## config.mk

```make
export PLATFORM = sky130hd
export DESIGN_NAME = ysyx_24100006_wbu_flat
export DESIGN_NICKNAME = d
export VERILOG_FILES = /design/src/rtl/ysyx_24100006_wbu_if.sv /design/src/rtl/ysyx_24100006_wbu.sv /design/src/flat_wrapper.sv
export SDC_FILE = /design/constraint.sdc
export NUM_CORES = 1
export LEC_CHECK = 0
export CAP_MARGIN = 20
export CORE_MARGIN = 3
export CORE_UTILIZATION = 46
export DETAILED_ROUTE_END_ITERATION = 10
export PLACE_DENSITY_LB_ADDON = 0.12
export SYNTH_ARGS = -nofsm -noshare
export SYNTH_HDL_FRONTEND = slang
export SYNTH_SLANG_ARGS = --single-unit
export TNS_END_PERCENT = 50
```

## constraint.sdc

```tcl
create_clock -name clk -period 4.7 [get_ports clk]
set_input_delay 1.175 -clock clk [delete_from_list [all_inputs] [get_ports clk]]
set_output_delay 1.175 -clock clk [all_outputs]
set_load 0.01 [all_outputs]
```

## src/rtl/ysyx_24100006_wbu_if.sv

```systemverilog
`default_nettype none
// ============================================================================
//  Module   : ysyx_24100006_wbu_if
//  Brief    : Write-back unit bus: ALU/LSU result handshakes, scoreboard
//             allocation, hazard queries and the GPR write port.
//  Revision : 1.0  initial release
// ============================================================================
interface ysyx_24100006_wbu_if #(
    parameter int ADDR_WIDTH = 4,
    parameter int DATA_WIDTH = 32
);
    // ALU result channel
    logic                  alu_valid;
    logic                  alu_ready;
    logic [ADDR_WIDTH-1:0] alu_rd;
    logic [DATA_WIDTH-1:0] alu_data;
    // LSU load channel
    logic                  lsu_valid;
    logic                  lsu_ready;
    logic [ADDR_WIDTH-1:0] lsu_rd;
    logic [DATA_WIDTH-1:0] lsu_rdata;
    logic [1:0]            lsu_offset;
    logic [1:0]            lsu_size;
    logic                  lsu_unsigned;
    // scoreboard allocation and hazard queries
    logic                  alloc_valid;
    logic [ADDR_WIDTH-1:0] alloc_rd;
    logic [ADDR_WIDTH-1:0] rs1;
    logic [ADDR_WIDTH-1:0] rs2;
    logic                  rs1_busy;
    logic                  rs2_busy;
    // GPR write port
    logic                  gpr_wen;
    logic [ADDR_WIDTH-1:0] gpr_waddr;
    logic [DATA_WIDTH-1:0] gpr_wdata;
    logic                  retire;

    // write-back unit side
    modport slave (
        input  alu_valid, alu_rd, alu_data,
        input  lsu_valid, lsu_rd, lsu_rdata, lsu_offset, lsu_size, lsu_unsigned,
        input  alloc_valid, alloc_rd, rs1, rs2,
        output alu_ready, lsu_ready, rs1_busy, rs2_busy,
        output gpr_wen, gpr_waddr, gpr_wdata, retire
    );

    // pipeline / environment side
    modport master (
        output alu_valid, alu_rd, alu_data,
        output lsu_valid, lsu_rd, lsu_rdata, lsu_offset, lsu_size, lsu_unsigned,
        output alloc_valid, alloc_rd, rs1, rs2,
        input  alu_ready, lsu_ready, rs1_busy, rs2_busy,
        input  gpr_wen, gpr_waddr, gpr_wdata, retire
    );
endinterface
`default_nettype wire

```

## src/rtl/ysyx_24100006_wbu.sv

```systemverilog
`default_nettype none
// ============================================================================
//  Module   : ysyx_24100006_wbu
//  Brief    : Write-back unit. Arbitrates ALU results and LSU loads, aligns
//             and extends load data, registers one GPR write per cycle and
//             tracks outstanding writes for RAW hazard detection.
//  Revision : 1.0  initial release
// ============================================================================
module ysyx_24100006_wbu #(
    parameter int ADDR_WIDTH = 4,
    parameter int DATA_WIDTH = 32
) (
    input  wire                      clk,
    input  wire                      rst_n,
    ysyx_24100006_wbu_if.slave       bus
);
    localparam int NREG = 1 << ADDR_WIDTH;

    // source that won the most recent contended cycle
    typedef enum logic {
        SRC_ALU = 1'b0,
        SRC_LSU = 1'b1
    } src_e;

    src_e                  r_last;
    logic                  r_wen;
    logic [ADDR_WIDTH-1:0] r_waddr;
    logic [DATA_WIDTH-1:0] r_wdata;
    logic                  r_retire;
    logic [NREG-1:0]       r_pend;

    logic                  w_alu_ready;
    logic                  w_lsu_ready;
    logic                  w_alu_fire;
    logic                  w_lsu_fire;
    logic                  w_fire;
    logic                  w_contend;
    logic [ADDR_WIDTH-1:0] w_rd;
    logic [DATA_WIDTH-1:0] w_data;
    logic [7:0]            w_byte;
    logic [15:0]           w_half;
    logic [DATA_WIDTH-1:0] w_load;
    logic [NREG-1:0]       w_set;
    logic [NREG-1:0]       w_clr;

    // Round-robin grant: when both sources are valid exactly one ready is high,
    // so at most one handshake happens per cycle.
    assign w_alu_ready = !bus.lsu_valid || (r_last == SRC_LSU);
    assign w_lsu_ready = !bus.alu_valid || (r_last == SRC_ALU);
    assign w_alu_fire  = bus.alu_valid && w_alu_ready;
    assign w_lsu_fire  = bus.lsu_valid && w_lsu_ready;
    assign w_fire      = w_alu_fire || w_lsu_fire;
    assign w_contend   = bus.alu_valid && bus.lsu_valid;

    assign bus.alu_ready = w_alu_ready;
    assign bus.lsu_ready = w_lsu_ready;

    // Load alignment and extension; half ignores offset[0], word ignores offset.
    always_comb begin
        w_byte = 8'h00;
        w_load = '0;
        case (bus.lsu_offset)
            2'd0:    w_byte = bus.lsu_rdata[7:0];
            2'd1:    w_byte = bus.lsu_rdata[15:8];
            2'd2:    w_byte = bus.lsu_rdata[23:16];
            default: w_byte = bus.lsu_rdata[31:24];
        endcase
        w_half = bus.lsu_offset[1] ? bus.lsu_rdata[31:16] : bus.lsu_rdata[15:0];
        case (bus.lsu_size)
            2'b00:   w_load = {{(DATA_WIDTH-8){!bus.lsu_unsigned && w_byte[7]}}, w_byte};
            2'b01:   w_load = {{(DATA_WIDTH-16){!bus.lsu_unsigned && w_half[15]}}, w_half};
            default: w_load = bus.lsu_rdata;
        endcase
    end

    assign w_rd   = w_alu_fire ? bus.alu_rd   : bus.lsu_rd;
    assign w_data = w_alu_fire ? bus.alu_data : w_load;

    // Grant history only moves when both sources competed.
    always_ff @(posedge clk or negedge rst_n) begin
        if (!rst_n) begin
            r_last <= SRC_ALU;
        end else if (w_contend) begin
            r_last <= w_lsu_fire ? SRC_LSU : SRC_ALU;
        end
    end

    // Output write register: never stalls; rd=0 retires without writing.
    always_ff @(posedge clk or negedge rst_n) begin
        if (!rst_n) begin
            r_wen    <= 1'b0;
            r_retire <= 1'b0;
            r_waddr  <= '0;
            r_wdata  <= '0;
        end else begin
            r_wen    <= w_fire && (w_rd != '0);
            r_retire <= w_fire;
            if (w_fire) begin
                r_waddr <= w_rd;
                r_wdata <= w_data;
            end
        end
    end

    // Pending set/clear masks; x0 is never tracked.
    always_comb begin
        w_set = '0;
        w_clr = '0;
        if (bus.alloc_valid && (bus.alloc_rd != '0)) begin
            w_set[bus.alloc_rd] = 1'b1;
        end
        if (r_wen) begin
            w_clr[r_waddr] = 1'b1;
        end
    end

    // Scoreboard: a new allocation beats the retiring write to the same register.
    always_ff @(posedge clk or negedge rst_n) begin
        if (!rst_n) begin
            r_pend <= '0;
        end else begin
            r_pend <= (r_pend & ~w_clr) | w_set;
        end
    end

    assign bus.rs1_busy  = (bus.rs1 != '0) && r_pend[bus.rs1];
    assign bus.rs2_busy  = (bus.rs2 != '0) && r_pend[bus.rs2];
    assign bus.gpr_wen   = r_wen;
    assign bus.gpr_waddr = r_waddr;
    assign bus.gpr_wdata = r_wdata;
    assign bus.retire    = r_retire;

endmodule
`default_nettype wire

```

## src/flat_wrapper.sv

```systemverilog
// flat-port wrapper written by rule: the top's interface ports become plain ports
module ysyx_24100006_wbu_flat 
#(
    parameter int ADDR_WIDTH = 4,
    parameter int DATA_WIDTH = 32
)
  (clk, rst_n, bus_alu_valid, bus_alu_rd, bus_alu_data, bus_lsu_valid, bus_lsu_rd, bus_lsu_rdata, bus_lsu_offset, bus_lsu_size, bus_lsu_unsigned, bus_alloc_valid, bus_alloc_rd, bus_rs1, bus_rs2, bus_alu_ready, bus_lsu_ready, bus_rs1_busy, bus_rs2_busy, bus_gpr_wen, bus_gpr_waddr, bus_gpr_wdata, bus_retire);
  ysyx_24100006_wbu_if #(.ADDR_WIDTH(ADDR_WIDTH), .DATA_WIDTH(DATA_WIDTH)) bus_i ();
  input  wire clk;
  input  wire rst_n;
  input wire logic [$bits(bus_i.alu_valid)-1:0] bus_alu_valid;
  input wire logic [$bits(bus_i.alu_rd)-1:0] bus_alu_rd;
  input wire logic [$bits(bus_i.alu_data)-1:0] bus_alu_data;
  input wire logic [$bits(bus_i.lsu_valid)-1:0] bus_lsu_valid;
  input wire logic [$bits(bus_i.lsu_rd)-1:0] bus_lsu_rd;
  input wire logic [$bits(bus_i.lsu_rdata)-1:0] bus_lsu_rdata;
  input wire logic [$bits(bus_i.lsu_offset)-1:0] bus_lsu_offset;
  input wire logic [$bits(bus_i.lsu_size)-1:0] bus_lsu_size;
  input wire logic [$bits(bus_i.lsu_unsigned)-1:0] bus_lsu_unsigned;
  input wire logic [$bits(bus_i.alloc_valid)-1:0] bus_alloc_valid;
  input wire logic [$bits(bus_i.alloc_rd)-1:0] bus_alloc_rd;
  input wire logic [$bits(bus_i.rs1)-1:0] bus_rs1;
  input wire logic [$bits(bus_i.rs2)-1:0] bus_rs2;
  output wire logic [$bits(bus_i.alu_ready)-1:0] bus_alu_ready;
  output wire logic [$bits(bus_i.lsu_ready)-1:0] bus_lsu_ready;
  output wire logic [$bits(bus_i.rs1_busy)-1:0] bus_rs1_busy;
  output wire logic [$bits(bus_i.rs2_busy)-1:0] bus_rs2_busy;
  output wire logic [$bits(bus_i.gpr_wen)-1:0] bus_gpr_wen;
  output wire logic [$bits(bus_i.gpr_waddr)-1:0] bus_gpr_waddr;
  output wire logic [$bits(bus_i.gpr_wdata)-1:0] bus_gpr_wdata;
  output wire logic [$bits(bus_i.retire)-1:0] bus_retire;
  assign bus_i.alu_valid = bus_alu_valid;
  assign bus_i.alu_rd = bus_alu_rd;
  assign bus_i.alu_data = bus_alu_data;
  assign bus_i.lsu_valid = bus_lsu_valid;
  assign bus_i.lsu_rd = bus_lsu_rd;
  assign bus_i.lsu_rdata = bus_lsu_rdata;
  assign bus_i.lsu_offset = bus_lsu_offset;
  assign bus_i.lsu_size = bus_lsu_size;
  assign bus_i.lsu_unsigned = bus_lsu_unsigned;
  assign bus_i.alloc_valid = bus_alloc_valid;
  assign bus_i.alloc_rd = bus_alloc_rd;
  assign bus_i.rs1 = bus_rs1;
  assign bus_i.rs2 = bus_rs2;
  assign bus_alu_ready = bus_i.alu_ready;
  assign bus_lsu_ready = bus_i.lsu_ready;
  assign bus_rs1_busy = bus_i.rs1_busy;
  assign bus_rs2_busy = bus_i.rs2_busy;
  assign bus_gpr_wen = bus_i.gpr_wen;
  assign bus_gpr_waddr = bus_i.gpr_waddr;
  assign bus_gpr_wdata = bus_i.gpr_wdata;
  assign bus_retire = bus_i.retire;
  ysyx_24100006_wbu #(.ADDR_WIDTH(ADDR_WIDTH), .DATA_WIDTH(DATA_WIDTH)) u_core (.clk(clk), .rst_n(rst_n), .bus(bus_i));
endmodule
```

==> Word-level counts from Yosys, hierarchy flattened <==
Cells that the tools add are included.
W data, S select, Z words.
{ "classes": {"n_lt_le_gt_ge": 6, "eq_ne": 3, "muxes": 16, "bitwise": 4, "n_reduce_logical": 23} }
{ "ops": {"columns": ["op", "count"], "rows": [
  ["$pmux W32 S2", 1],
  ["$mux W16", 3],
  ["$mux W32", 1],
  ["$pmux W8 S3", 1],
  ["$lt A4 B5 Y1 const B", 4],
  ["$and A16 B16 Y16", 1],
  ["$not A16 Y16", 1],
  ["$or A16 B16 Y16", 1],
  ["$reduce_bool A4 Y1", 4],
  ["$logic_and A1 B1 Y1", 11],
  ["$bmux W1 S4", 2],
  ["$demux W1 S4", 2],
  ["$ge A4 B1 Y1 const B", 2],
  ["$mux W1", 5],
  ["$eq A2 B1 Y1 const B", 2],
  ["$logic_not A2 Y1", 2],
  ["$mux W4", 1],
  ["$logic_not A1 Y1", 3],
  ["$logic_or A1 B1 Y1", 3],
  ["$eq A2 B2 Y1 const B", 1],
  ["$not A1 Y1", 1]
]} }
{ "totals": {"regBits": 55, "inputBits": 94, "output_inout_bits": 42, "wordCells": 58} }

==> Longest topological paths before layout <==
Gate-level depths: netlist (run 1).
{ "depth": {"ltp_word": 8, "depth_mapped": 7, "mapped_depth_nobuf": 4} }

==> Worst setup path before layout (run 1) <==
Ideal clock, no wire load.
{ "synth_timing": {"path_kind": "input to output", "start": "input port bus_rs1[0]", "end": "output port bus_rs1_busy", "arrival_time_ns": 2.211, "required_ns": 3.525, "slack_ns": 1.314, "cell_stages": 5, "path_cell_list": "buf_6 -> mux4_1 -> mux2_2 -> nand2_1 -> o21ai_1"} }
{ "synth_between": {"elab_chain_len": 3, "word_cells_on_any_way": 4, "classes_between": "mux: 2; reduce/logical: 2"} }
{ "synth_lines": {"columns": ["element", "line_no", "text"], "rows": [
  ["start: declaration", "flat_wrapper.sv:22", "input wire logic [$bits(bus_i.rs1)-1:0] bus_rs1;"],
  ["$bmux W1 S4", "ysyx_24100006_wbu.sv:126", "assign bus.rs1_busy = (bus.rs1 != '0) && r_pend[bus.rs1];"],
  ["$mux W1 (not written as such)", "ysyx_24100006_wbu.sv:126", null],
  ["$logic_and A1 B1 Y1 *", "ysyx_24100006_wbu.sv:126", null],
  ["end: declaration", "flat_wrapper.sv:26", "output wire logic [$bits(bus_i.rs1_busy)-1:0] bus_rs1_busy;"]
]} }
Mark *: on every way between the ends. The rest lies on a longest branch, timed or not. The select of a mux whose other input is x is not followed.

==> Worst setup path in the final report (run 1) <==
Same ends and word-level chain as after synthesis.

==> results of run 1 <==
[area by class of cell]
cell class / instances / area [sq um]
fill: 542 / 1940
multi-input combinational: 247 / 1680
timing repair buffer: 138 / 1370
sequential: 54 / 1350
tap: 93 / 116
clock buffer: 7 / 96.3
clock inverter: 1 / 8.76
inverter: 2 / 7.51
[layout by cell type, fill, tap and decap left out, drive strengths merged, types with 2 or more instances in the layout]
master         instances
o21ai                 35
nand2                 29
dfrtp                 54
a222oi                 8
o22ai                 28
o41ai                  2
or2                    2
nand2b                18
nor2                  20
buf                    4
nand3b                 4
mux2i                 15
o221ai                 7
clkbuf                 7
nand3                  2
inv                    2
a21oi                 36
a22o                  13
nor2b                  2
and2                   2
or3b                   2
clkdlybuf4s50        134
mux2                   6
mux4                   6
[stage by stage]
step,std cells,setup slack [ns],power [mW],area [sq um],utilization (%)
after detailed placement,534,0.238,1.43,4520,68.9
after global routing,542,0.156,1.81,4630,70.5
after CTS,542,0.233,1.72,4630,70.5
final,542,0.232,1.71,4630,70.5
after floorplan,326,1.31,1.07,3210,-
after global placement,534,0.300,1.41,4520,68.9
[worst paths after layout]
path,from,endpoint,slack [ns],cells past startpoint
worst max-delay path,bus_rs1[0],bus_rs1_busy,0.23,6
min in group asynchronous,rst_n,u_core.bus.gpr_wdata[6]$_DFFE_PN0P_,0.98,2
max in group asynchronous,rst_n,u_core.bus.gpr_wdata[14]$_DFFE_PN0P_,3.26,2
worst min register to register,u_core.r_last$_DFFE_PN0P_,u_core.r_last$_DFFE_PN0P_,0.50,1
worst max register to register,u_core.r_last$_DFFE_PN0P_,u_core.bus.gpr_wdata[1]$_DFFE_PN0P_,2.80,4
worst min-delay path,u_core.r_last$_DFFE_PN0P_,u_core.r_last$_DFFE_PN0P_,0.50,1
[synthesized netlist by cell type, drive strengths merged]
cell	n	area, sq um
dfrtp	54	1350
a21oi	36	191
o21ai	35	175
nand2	29	111
o22ai	28	175
nor2	20	77.6
buf	19	153
nand2b	18	113
mux2i	15	150
a22o	13	114
a222oi	8	80.1
o221ai	7	61.3
mux2	6	71.3
mux4	6	150
clkbuf	4	16.3
nand3b	4	30.0
and2	2	12.5
inv	2	7.51
nand3	2	10.0
nor2b	2	12.5
o41ai	2	17.5
or2	2	12.5
or3b	2	17.5
a21o	1	7.51
a31oi	1	6.26
a32oi	1	8.76
a41oi	1	16.3
and2b	1	7.51
and4b	1	10.0
nor3b	1	12.5
nor4	1	6.26
o2111a	1	11.3
xnor2	1	8.76
[power by group through the flow]
stage	Combinational (mW)	Clock, mW	Sequential (mW)
3_5_place_dp	0.700	0	0.731
2_1_floorplan	0.342	0	0.728
6_report	0.699	0.285	0.724
3_3_place_gp	0.682	0	0.725
5_1_grt	0.763	0.306	0.743
4_1_cts	0.702	0.292	0.724
[critical path, delay by kind of cell]
kind | cells | cell delay, ns
AO/OA/AOI/OAI | 1 | 0.06
buffers and inverters | 2 | 1.12
multiplexers | 2 | 0.87
AND/OR/NAND/NOR | 1 | 0.06
[per-layer routing]
metal	share of wire (%)	vias up	GRT usage, %
met2	50	135	44.0
met5	0	-	0
met4	1.1	0	5.68
met3	7.3	12	5.99
met1	41	1537	31.6
li1	-	1490	-
[registers in the layout, indices dropped and copies added, names as in the netlist]
signal / count
u_core.bus.gpr_wdata: 32
u_core.r_pend: 15
u_core.bus.gpr_wen: 1
u_core.bus.retire: 1
u_core.r_last: 1
u_core.bus.gpr_waddr: 4
[cells by family (layout without fill, tap and decap cells)]
| logic type | count (synthesis) | in the layout |
|---|---|---|
| compound gates | 134 | 134 |
| xor+xnor | 1 | 1 |
| buf+inv | 25 | 148 |
| flops | 54 | 54 |
| mux | 27 | 27 |
| simple gates | 85 | 85 |
==> impl_metrics.yaml, run 1 <==
sta:
  drv_slew: 0
  grt_setup_unrepaired: "no"
  timing.final.setup_violations: 0
  clock_skew_ns: 0.00371
  slew-limit-headroom_pct: 44.7
  hold_viol_final: 0
  fmax_mhz: 224
  holdWs_ns: 0.502
  worst-slew-pin-transition_ns: 0.828
  final_critical_path_required_period_ns: 4.47
  timing.final.crit_share_pct: 95.1
  totalNegativeSetupSlack_ns: 0
logic_synthesis:
  yosys_register_bits: 54
  postSynthAreaPerCell_sq_um: 9.83
  synth_sequential_area_ratio_pct: 42.2
  synth.yosys.warnings: 0
  syn_area_sq_um: 3210
  mappedNetlistNets: 420
  instance_count_of_the_mapped_netlist: 326
  synth_xor_area_share_pct: 0.273
  ys_types: 43
  synthMuxAreaShare_pct: 11.6
  synthAdderAreaFrac_pct: 0
  synth-compound-area-share_pct: 27.0
  synth_area_in_simple_gates_pct: 13.5
  dominant_combinational_cell_family_by_area_after_synthesis: "compound AO/OA/AOI/OAI gates"
drt:
  drt-vias-per-instance: 5.86
  routedWlPerCell_microns: 18.4
  drt.antenna.violating_nets: 0
  route.detailed.drc: 0
  drt_wl_total_mm: 9.95
  detailed_route_iter0_violations: 154
  vias: 3174
  firstDrtPassIters: 5
cts:
  clock-root-buffer: "sky130_fd_sc_hd__clkbuf_8"
  post_cts_setup_buffer_count: 0
  cts-root-to-sink-buffers: 2
  clock-sinks: 54
  tritoncts_clock_tree: "built"
  cts_buffers: 5
  hold_buffers: 0
  ctsResizeCount: 0
  clock_latency_ns: 0.30
  ctsHtreeMaxLevel: 2
  clk_transition_reported_paths_ns: 0.09
finish:
  antenna_cells_inserted: 0
  final_layout_size_suffix_gt1_share_pct: 6.90
  layout-area-overhead-vs-synth_pct: 44.3
  fin_nets: 542
hold_path:
  min_path_type: "reg -> reg"
power_and_ir_drop:
  p_sw_share_pct: 33.4
  power.sequential.fraction_pct: 42.4
  ir_drop_uv: 186
  cell_internal_pwr_mw: 1.14
  power.switching_mw: 0.570
  portion_of_total_power_attributed_to_the_clock_network_pct: 16.7
  power.density_nw_per_um2: 369
  comb_power_share_pct: 40.9
  static-leakage-power_nw: 1.81
worst_setup_path:
  critical_path.startpoint_type: "input port"
  element_type_at_the_critical_path_end: "output pin"
  worstPathCellList: "clkdlybuf4s50_1 -> mux4_1 -> mux2_2 -> nand2_1 -> o21ai_1 -> clkdlybuf4s50_1"
  worstPathRequired_ns: 3.52
  cp.arrival_ns: 3.29
  highest_fanout_seen_on_the_critical_path: 6
  timing.critical_path.slowest_cell_delay_ns: 0.65
  cpMostUsedCell: "sky130_fd_sc_hd__clkdlybuf4s50_1"
  critical_path_class: "in -> out"
  critPathSlowestCell: "sky130_fd_sc_hd__clkdlybuf4s50_1"
place:
  gp_congestion: 0.900
  dp_hpwl_mm: 7.65
  placement.io_buffers: 135
die:
  floorplan.die.width_microns: 89.5
  initial_utilization_pct: 48.8
  core_area_sq_um: 6570
  boundaryPins: 136
  dieHeight_microns: 89.5
  die_area_sq_um: 8010
  placementRows: 29
grt:
  antenna_found_initial: 0
  grt_start_max_net_pins: 55
  grt_pass1_wl_mm: 15.6
  global_route.overflow_total: 0
  first_global_vias: 3137
  gr-usage-all-layers_pct: 25.2
outcome:
  outcome: "finished, final reports clean"
job:
  cap_violations: 0
Power figures use the tool's default switching activity.
==> inputs of run 2 (changes only) <==
Settings changed: CAP_MARGIN 20 to default.
==> results of run 2 <==
No change in the layout: final DEF, timing and power equal those of run 1.
==> inputs of run 3 (changes only) <==
Settings changed: ABC_CLOCK_PERIOD_IN_PS from default to 4700.
==> results of run 3 <==
No change in the layout: final DEF, timing and power equal those of run 1.
